--- src/rtl/mem_stage.sv ---
// rtl/mem_stage.sv - memory-access pipeline stage with memory-controller request/done handshake
module mem_stage (
  input  logic        clk,
  input  logic        rst,
  input  logic        rdy,
  input  logic [31:0] mem_pc,
  input  logic [31:0] mem_vd,
  input  logic [4:0]  mem_rd,
  input  logic        mem_rd_enable,
  input  logic        mem_ld,
  input  logic        mem_st,
  input  logic [2:0]  mem_funct3,
  input  logic [31:0] mem_addr,
  input  logic [31:0] mem_sdata,
  output logic        mc_req,
  output logic        mc_wr,
  output logic [31:0] mc_addr,
  output logic [31:0] mc_wdata,
  output logic [2:0]  mc_len,
  input  logic        mc_done,
  input  logic [31:0] mc_rdata,
  output logic [31:0] wb_pc,
  output logic [31:0] wb_vd,
  output logic [4:0]  wb_rd,
  output logic        wb_rd_enable,
  output logic        stall_req
);

  typedef enum logic [1:0] {IDLE, WAIT, DONE} state_t;

  state_t      state;
  logic [31:0] res;
  logic        mem_op;
  logic        is_store;
  logic [2:0]  len_next;
  logic [31:0] load_ext;

  assign mem_op   = mem_ld | mem_st;
  assign is_store = mem_st & ~mem_ld;

  always_comb begin
    len_next = 3'd4;
    case (mem_funct3[1:0])
      2'b00:   len_next = 3'd1;
      2'b01:   len_next = 3'd2;
      default: len_next = 3'd4;
    endcase
  end

  always_comb begin
    load_ext = mc_rdata;
    case (mem_funct3)
      3'b000:  load_ext = {{24{mc_rdata[7]}}, mc_rdata[7:0]};
      3'b001:  load_ext = {{16{mc_rdata[15]}}, mc_rdata[15:0]};
      3'b100:  load_ext = {24'd0, mc_rdata[7:0]};
      3'b101:  load_ext = {16'd0, mc_rdata[15:0]};
      default: load_ext = mc_rdata;
    endcase
  end

  // EX/MEM is held while stalled, so the mem_* inputs stay valid through WAIT and DONE.
  assign stall_req    = ((state == IDLE) && mem_op) || (state == WAIT);
  assign wb_vd        = ((state == DONE) && mem_ld) ? res : mem_vd;
  assign wb_pc        = mem_pc;
  assign wb_rd        = mem_rd;
  assign wb_rd_enable = mem_rd_enable & ~stall_req & ~is_store & (|mem_rd);

  always_ff @(posedge clk) begin
    if (rst) begin
      state    <= IDLE;
      mc_req   <= 1'b0;
      mc_wr    <= 1'b0;
      mc_addr  <= 32'd0;
      mc_wdata <= 32'd0;
      mc_len   <= 3'd0;
      res      <= 32'd0;
    end else if (rdy) begin
      case (state)
        IDLE: begin
          if (mem_op) begin
            mc_req   <= 1'b1;
            mc_wr    <= is_store;
            mc_addr  <= mem_addr;
            mc_wdata <= mem_sdata;
            mc_len   <= len_next;
            state    <= WAIT;
          end
        end
        WAIT: begin
          if (mc_done) begin
            res    <= load_ext;
            mc_req <= 1'b0;
            state  <= DONE;
          end
        end
        DONE:    state <= IDLE;
        default: state <= IDLE;
      endcase
    end
  end

endmodule
--- config.mk ---
export PLATFORM = sky130hd
export DESIGN_NAME = mem_stage
export DESIGN_NICKNAME = d
export VERILOG_FILES = /design/src/rtl/mem_stage.sv
export SDC_FILE = /design/constraint.sdc
export NUM_CORES = 1
export LEC_CHECK = 0
export CORE_UTILIZATION = 30
export DETAILED_ROUTE_END_ITERATION = 10
export PLACE_DENSITY = 0.77
export SYNTH_ARGS = -nofsm -noshare
export SYNTH_HDL_FRONTEND = slang
export SYNTH_SLANG_ARGS = --single-unit
--- constraint.sdc ---
create_clock -name clk -period 1.5 [get_ports clk]
set_input_delay 0.225 -clock clk [delete_from_list [all_inputs] [get_ports clk]]
set_output_delay 0.225 -clock clk [all_outputs]
set_load 0.05 [all_outputs]
; ---- Word-level counts from Yosys, hierarchy flattened
; Cells that the tools add are included.
[totals]
regBits = 103
input_bits = 175
elab_cells = 44
[op_classes]
eq_ne = 8
n_mux = 9
n_bitwise = 8
n_reduce_logical = 12
[ops]
columns = operator, n
row1 = one-hot mux 32 bit (4 select lines), 1
row2 = 2-to-1 mux 32 bit, 1
row3 = AND reduction 3 bit, 3
row4 = equality test 3 bit (second input constant), 2
row5 = one-hot mux 3 bit (2 select lines), 1
row6 = OR reduction 5 bit, 1
row7 = AND 1 bit, 4
row8 = equality test 2 x 1 -> 1 bit (second input constant), 2
row9 = logical NOT 2 bit, 2
row10 = 2-to-1 mux 2 bit, 2
row11 = != test 2 bit (second input constant), 2
row12 = one-hot mux 2 bit (2 select lines), 1
row13 = AND reduction 4 bit, 1
row14 = equality test 3 x 1 -> 1 bit (second input constant), 1
row15 = logical NOT 3 bit, 1
row16 = NOT 1 bit, 3
row17 = equality test 2 bit (second input constant), 1
row18 = logical AND 1 bit, 2
row19 = 2-to-1 mux 1 bit, 2
row20 = one-hot mux 1 bit (2 select lines), 1
row21 = nonzero test 2 bit, 1
row22 = logical OR 1 bit, 1
row23 = OR 1 bit, 1

; ---- Longest topological paths before layout
; Gate-level depths: netlist of the first run.
[depth]
ltp_word = 7
ltp_mapped = 6
mapped_depth_nobuf = 3

; ---- Worst setup path after synthesis of the first run
; No wires, ideal clock.
[synth_timing]
path_kind = register to output
start = register state[0]
end = output port wb_rd_enable
arrival_ns = 1.602
path_slack_ns = -0.327
stages_incl_launch_ff = 4
path_buffers = 0
path_cell_list = dfxtp_1 -> nor3_1 -> nor2_1 -> nor2_1
[synth_via]
elab_chain_cells = 7
elab_cells_between_ends = 8
cone_classes = 1 x eq/ne / 4 x bitwise / 3 x reduce/logical
[synth_rtl]
columns = item, line_no
row1 = from (decl), 31  ; state_t state;
row2 = from (signal assigned), 70  ; state <= IDLE;
row3 = from (signal assigned), 86  ; state <= WAIT;
row4 = from (signal assigned), 93  ; state <= DONE;
row5 = logical NOT 2 bit, 62  ; assign stall_req = ((state == IDLE) && mem_op) || (state == WAIT);
row6 = logical AND 1 bit, 62
row7 = logical OR 1 bit (*), 62
row8 = net stall_req, 26  ; output logic stall_req
row9 = NOT 1 bit (*), 66  ; assign wb_rd_enable = mem_rd_enable & ~stall_req & ~is_store & (|mem_rd);
row10 = AND 1 bit (*) (3 in a row), 66
row11 = to (decl), 25  ; output logic wb_rd_enable,
; Mark *: on every way through the listed nets, which the timed path passes. The rest lies on a longest branch.

; ---- Worst setup path in the final report of the first run
[layout_timing]
start = register state[0]
end = output port wb_vd[6]
[layout_via]
elab_chain_cells = 3
[layout_rtl]
columns = item, line_no
row1 = equality test 2 bit, 63  ; assign wb_vd = ((state == DONE) && mem_ld) ? res : mem_vd;
row2 = logical AND 1 bit, 63
row3 = 2-to-1 mux 32 bit, 63
row4 = to (decl), 23  ; output logic [31:0] wb_vd,
; Every way passes these cells.

==> results of run 1 <==
[where the power goes]
group / internal (mW) / total [mW] / switching, mW
logic: 1.18 / 2.52 / 1.34
clock network: 1.68 / 2.75 / 1.07
registers: 2.88 / 2.99 / 0.109
total: 5.74 / 8.26 / 2.51
[timing repair]
| action | in CTS | in global routing |
|---|---|---|
| gates resized for setup | 113 | 113 |
| endpoints found under the setup margin | 73 | 136 |
| pin swaps | 5 | 44 |
| setup buffers | 7 | 4 |
| cloned | 3 | 11 |
[final cells by class]
class | count | area (um2) | area share, %
Timing Repair Buffer | 319 | 3610 | 41.1
Inverter | 2 | 7.51 | 0.0854
Tap cell | 184 | 230 | 2.62
Clock buffer | 11 | 243 | 2.76
Sequential cell | 103 | 2060 | 23.5
Clock inverter | 5 | 105 | 1.20
Multi-Input combinational cell | 354 | 2530 | 28.8
[registers in the layout, summed over array words and instances, names as in the netlist]
signal and flops:
state 2, mc_wdata 32, mc_wr 1, mc_addr 32, res 32, mc_len 3, mc_req 1
[logic make-up (layout without fill, tap and decap cells)]
logic type | after synthesis | count (layout) | share of synthesized area (%)
mux | 33 | 33 | 8.02
buf+inv | 93 | 337 | 11.8
simple gates | 102 | 102 | 11.6
compound gates | 219 | 219 | 24.0
flops | 103 | 103 | 44.6
[tightest hold or removal path, stage by stage]
cell and delay (ns):
buf_2 0.18, buf_4 0.19, a21oi_1 0.10
[path summary, 6_finish.rpt]
kind / startpoint / cells past startpoint / slack [ns] / end
worst min-delay path: rst / 3 / 0.38 / state[0]
worst max register to register: state[0] / 7 / -0.19 / mc_wdata[4]
worst max-delay path: state[0] / 5 / -0.39 / wb_vd[6]
worst min register to register: mc_wdata[23] / 2 / 0.46 / mc_wdata[23]
[routing by layer]
layer  up-vias  track usage [%]  share of wire [%]
met2       219             34.5                 47
met4         0             8.50                2.2
met5         -                0                  0
met3        32             5.44                7.3
li1       2421                -                  -
met1      2410             25.6                 43
[stage by stage]
step / hold WS (ns) / cells / setup slack (ns) / setup TNS (ns) / utilization [%]
2_1_floorplan: 0.361 / 550 / -0.0147 / -0.440 / -
3_3_place_gp: 0.448 / 941 / -0.355 / -25.59 / 51.1
3_5_place_dp: 0.446 / 941 / -0.347 / -30.34 / 51.1
4_1_cts: 0.349 / 967 / -0.384 / -32.11 / 55.0
5_1_grt: 0.394 / 978 / -0.464 / -28.05 / 59.6
6_report: 0.385 / 978 / -0.386 / -21.83 / 59.6
[cell usage in the layout (no fill, tap or decap), types with 9 or more instances in the layout]
master,n
a21oi_1,111
a21oi_2,14
buf_12,52
buf_4,104
buf_6,9
clkbuf_16,16
clkdlybuf4s50_1,135
dfxtp_1,101
mux2_2,14
mux2_4,18
nand2_1,18
nand3_1,65
o21ai_1,22
o21ai_2,59
o21ai_4,9
==> results_dict.tcl, run 1 <==
set metrics [dict create \
    syn-num-nets 725 \
    cpMostUsedCell "buf_12" \
    fin_skew_ns 0.00586 \
    cp.arrival_ns 1.66 \
    numCtsBuffers 9 \
    dieArea_um2 15900 \
    hpwl_um 11500 \
    wire_per_inst_um 18.9 \
    cts-root-buf "clkbuf_16" \
    drt_pass1_iterations 4 \
    cp_max_fo 16 \
    critPathKind "reg2out" \
    synth_edf_count 0 \
    p_leak_nw 3.49 \
    ios 315 \
    avgViaCountPerCell 5.20 \
    clkSlewWorstSetupHoldPaths_ns 0.07 \
    yosysWarnings 0 \
    finalHoldViolations 0 \
    synthTopCellsByArea "dfxtp_1 (45%), a21oi_1 (14%), mux2_2 (7.8%)" \
    drive_gt1_share_pct 41.4 \
    p_total_mw 8.26 \
    synth_cells 550 \
    crit_slowest_cell "mux2_2" \
    violations "setup timing" \
    gp_congestion 0.751 \
    portBuffers 250 \
    start_kind "register" \
    end_kind "output port" \
    cts_tree "yes" \
    min_period_ns 1.89 \
    fin_nets 964 \
    row_count 44 \
    fin_crit_sh_pct 126 \
    tightest_slew_ns 0.519 \
    ant_nets 0 \
    grt_max_degree 59 \
    dr_total_vias 5082 \
    fin_area_um2 8790 \
    placed_area_um2 7530 \
    grt_pass1_vias 4754 \
    clkSinkCount 103 \
    synthArstFlopShare_pct 0 \
    synth_most_common_cell "a21oi_1" \
    ys.flop_type "dfxtp_1" \
    h-tree-depth 3 \
    cp.required_ns 1.27 \
    grt_usage_pct 20.8 \
    ctsHoldBuffers 0 \
    slowest_delay_ns 0.38 \
    crit_buf_inv 3 \
    synth_top_area_cell "dfxtp_1" \
    ys_top_cells_by_count "a21oi_1 (125), dfxtp_1 (103), o21ai_0 (71)" \
    synth.distinct_cells 32 \
    grt_remaining_overflow 0 \
    core-area_um2 14800 \
    hold_path.class "in2reg" \
    die_y_um 126 \
    synth-seq-cells 103 \
    synth_top_area_share_pct 44.6 \
    powerDensity_nw_per_um2 939 \
    maxSlewViolCount 0 \
    grt_pass1_wl_um 25800 \
    drt_wl_total_um 18500 \
    setup_viol 101 \
    fmax_mhz 530 \
    finalWorstSetupSlack_ns -0.386 \
    initial_core_util_pct 31.3 \
    rsz0062_at_grt "yes" \
    diodes 0 \
    drtIter0Drc 237 \
    nFillCells 1236 \
    netlist_area_um2 4620 \
    vdd_ir_drop_max_v 0.000516 \
    drt_drc_violations_left 0 \
    cap_violations 0 \
    die_w_um 126 \
    path_delay_family "buffers and inverters" \
    yosysSeqAreaShare_pct 44.6 \
    areaGrowthSynthToFinish_pct 90.3 \
    antenna_found_initial 0 \
    insertion_delay_ns 0.34 \
    slew_headroom_pct 65.4 \
    outcome "complete, but fails checks" \
    syn_area_per_cell_um2 8.40 \
    path_cells "nand3b_1, buf_4, buf_12, mux2_2, buf_12" \
    clockBufferDepth 2 \
]
(Power assumes the default switching activity.)
==> run 2: changes to the inputs <==
--- a/config.mk
+++ b/config.mk
@@ -6,6 +6,7 @@
 export NUM_CORES = 1
 export LEC_CHECK = 0
 export CORE_UTILIZATION = 30
+export CTS_CLUSTER_DIAMETER = 30
 export DETAILED_ROUTE_END_ITERATION = 10
 export PLACE_DENSITY = 0.77
 export SYNTH_ARGS = -nofsm -noshare
==> results of run 2 <==
No change in the layout: final DEF, timing and power equal those of run 1.
==> run 3: changes to the inputs <==
--- a/config.mk
+++ b/config.mk
@@ -5,10 +5,12 @@
 export SDC_FILE = /design/constraint.sdc
 export NUM_CORES = 1
 export LEC_CHECK = 0
+export CORE_MARGIN = 2
 export CORE_UTILIZATION = 30
 export CTS_CLUSTER_DIAMETER = 30
 export DETAILED_ROUTE_END_ITERATION = 10
 export PLACE_DENSITY = 0.77
+export SKIP_LAST_GASP = 1
 export SYNTH_ARGS = -nofsm -noshare
 export SYNTH_HDL_FRONTEND = slang
 export SYNTH_SLANG_ARGS = --single-unit
==> results_dict.tcl, run 3 (same netlist as run 1, synthesis figures left out) <==
set metrics [dict create \
    outcome "complete, but fails checks" \
    violations "setup timing" \
    layout.cells.non_filler 967 \
    hp-start "rst" \
    final_util_pct 54.7 \
    dr_total_vias 4933 \
    cp_max_fo 32 \
    vdd_ir_drop_max_v 0.000536 \
    final_common_cell "clkdlybuf4s50_1" \
    r2r_slack_ns -0.09 \
    core-area_um2 15100 \
    cts-root-buf "clkbuf_16" \
    min_period_ns 1.83 \
    maxSlewViolCount 0 \
    portBuffers 250 \
    crit_buf_inv 2 \
    ctsHoldBuffers 0 \
    drt_pass1_iterations 4 \
    clockBufferDepth 2 \
    end_kind "output port" \
    place_inst 934 \
    grt_pass1_wl_um 25300 \
    fin_setup_tns_ns -11.40 \
    pre_cts_slack_ns -0.436 \
    numCtsBuffers 9 \
    initial_core_util_pct 30.5 \
    slowest_delay_ns 0.39 \
    die_w_um 128 \
    startpoint "state[0]" \
    cp.required_ns 1.27 \
    drt_drc_violations_left 0 \
    cap_violations 0 \
    finalWorstSetupSlack_ns -0.331 \
    cpMostUsedCell "buf_12" \
    antenna_found_initial 4 \
    fmax_mhz 546 \
    fin_crit_sh_pct 122 \
    h-tree-depth 3 \
    slew_headroom_pct 75.7 \
    hold_path.class "in2reg" \
    rsz0062_at_grt "yes" \
    cts_tree "yes" \
    path_delay_family "multiplexers" \
    ios 315 \
    grt_pass1_vias 4843 \
    grt_max_degree 54 \
    clkSlewWorstSetupHoldPaths_ns 0.07 \
    path_cells "nand3b_1, buf_12, mux2_2, buf_12" \
    clkSinkCount 103 \
    row_count 45 \
    reg_top3 "mc_addr (32), mc_wdata (32), res (32)" \
    ant_nets 0 \
    hpwl_um 11400 \
    r2r-start "state[0]" \
    finalHoldViolations 0 \
    drt_wl_total_um 18000 \
    die_y_um 128 \
    avgViaCountPerCell 5.10 \
    areaGrowthSynthToFinish_pct 79.3 \
    drtIter0Drc 232 \
    insertion_delay_ns 0.34 \
    fin_nets 948 \
    grt_remaining_overflow 0 \
    final_cell_mix "clkdlybuf4s50_1 (136), a21oi_1 (119), dfxtp_1 (102)" \
    critPathKind "reg2out" \
    gp_congestion 0.764 \
    drive_gt1_share_pct 33.7 \
    tightest_slew_ns 0.364 \
    start_kind "register" \
    grt_usage_pct 19.7 \
    powerDensity_nw_per_um2 957 \
    setup_viol 91 \
    crit_slowest_cell "mux2_2" \
    fin_skew_ns 0.00775 \
    cp.arrival_ns 1.61 \
    dieArea_um2 16400 \
    p_leak_nw 3.27 \
    wire_per_inst_um 18.7 \
]
[run 3: cell types whose count changed in the layout (fill, tap and decap cells not counted), moves of 7 or more]
cell / delta
a21oi_1: +8
a21oi_2: -8
buf_4: -10
mux2_2: +18
mux2_4: -18
o21ai_0: +28
o21ai_1: +14
o21ai_2: -35
o21ai_4: -7
[run 3: path summary, 6_finish.rpt]
path | endpoint | cells after the start
max | wb_vd[3] | 4
max reg2reg | mc_len[0] | 5
min reg2reg | res[6] | 2
min | state[0] | 2
[run 3: worst register-to-register path, delay by kind of cell (launching register included)]
family	cells	cell delay, ns
DFF	1	0.32
and+or+nand+nor	2	0.74
AOI/OAI and AO/OA	1	0.13
buffers and inverters	2	0.36
[run 3: where the power goes]
group	internal, mW	leakage, nW	switching, mW
combinational	1.10	2.27	1.30
clock	1.51	0.160	1.05
sequential	2.88	0.841	0.0828
total	5.49	3.27	2.44
[run 3: final cells by class]
type,count,area (um2)
repair buffers,303,3410
clock inverters,5,78.8
flip-flops and latches,103,2060
diodes,1,2.50
multi-input cells,354,2240
inverters,2,7.51
well taps,188,235
fillers,1361,6860
clock buffers,11,243
[run 3: routing by layer]
metal	wire, um	up-vias	track usage, %
met5	25	-	0
met2	8780	199	34.1
li1	-	2374	-
met3	1480	33	6.59
met1	7370	2323	22.7
met4	386	4	6.85
[run 3: through the flow]
step	hold WS, ns	power (mW)	instance area [um2]
2_1_floorplan	0.361	4.32	4630
4_1_cts	0.241	7.77	7860
3_5_place_dp	0.448	5.16	7460
3_3_place_gp	0.445	5.14	7460
5_1_grt	0.279	8.23	8280
6_report	0.269	7.93	8280
[run 3: what timing repair did]
item / in CTS / in global routing
resized for setup: 14 / 98
cloned: 0 / 10
pin swaps: 5 / 12
buffers inserted: 4 / 4
setup endpoints to repair: 34 / 108
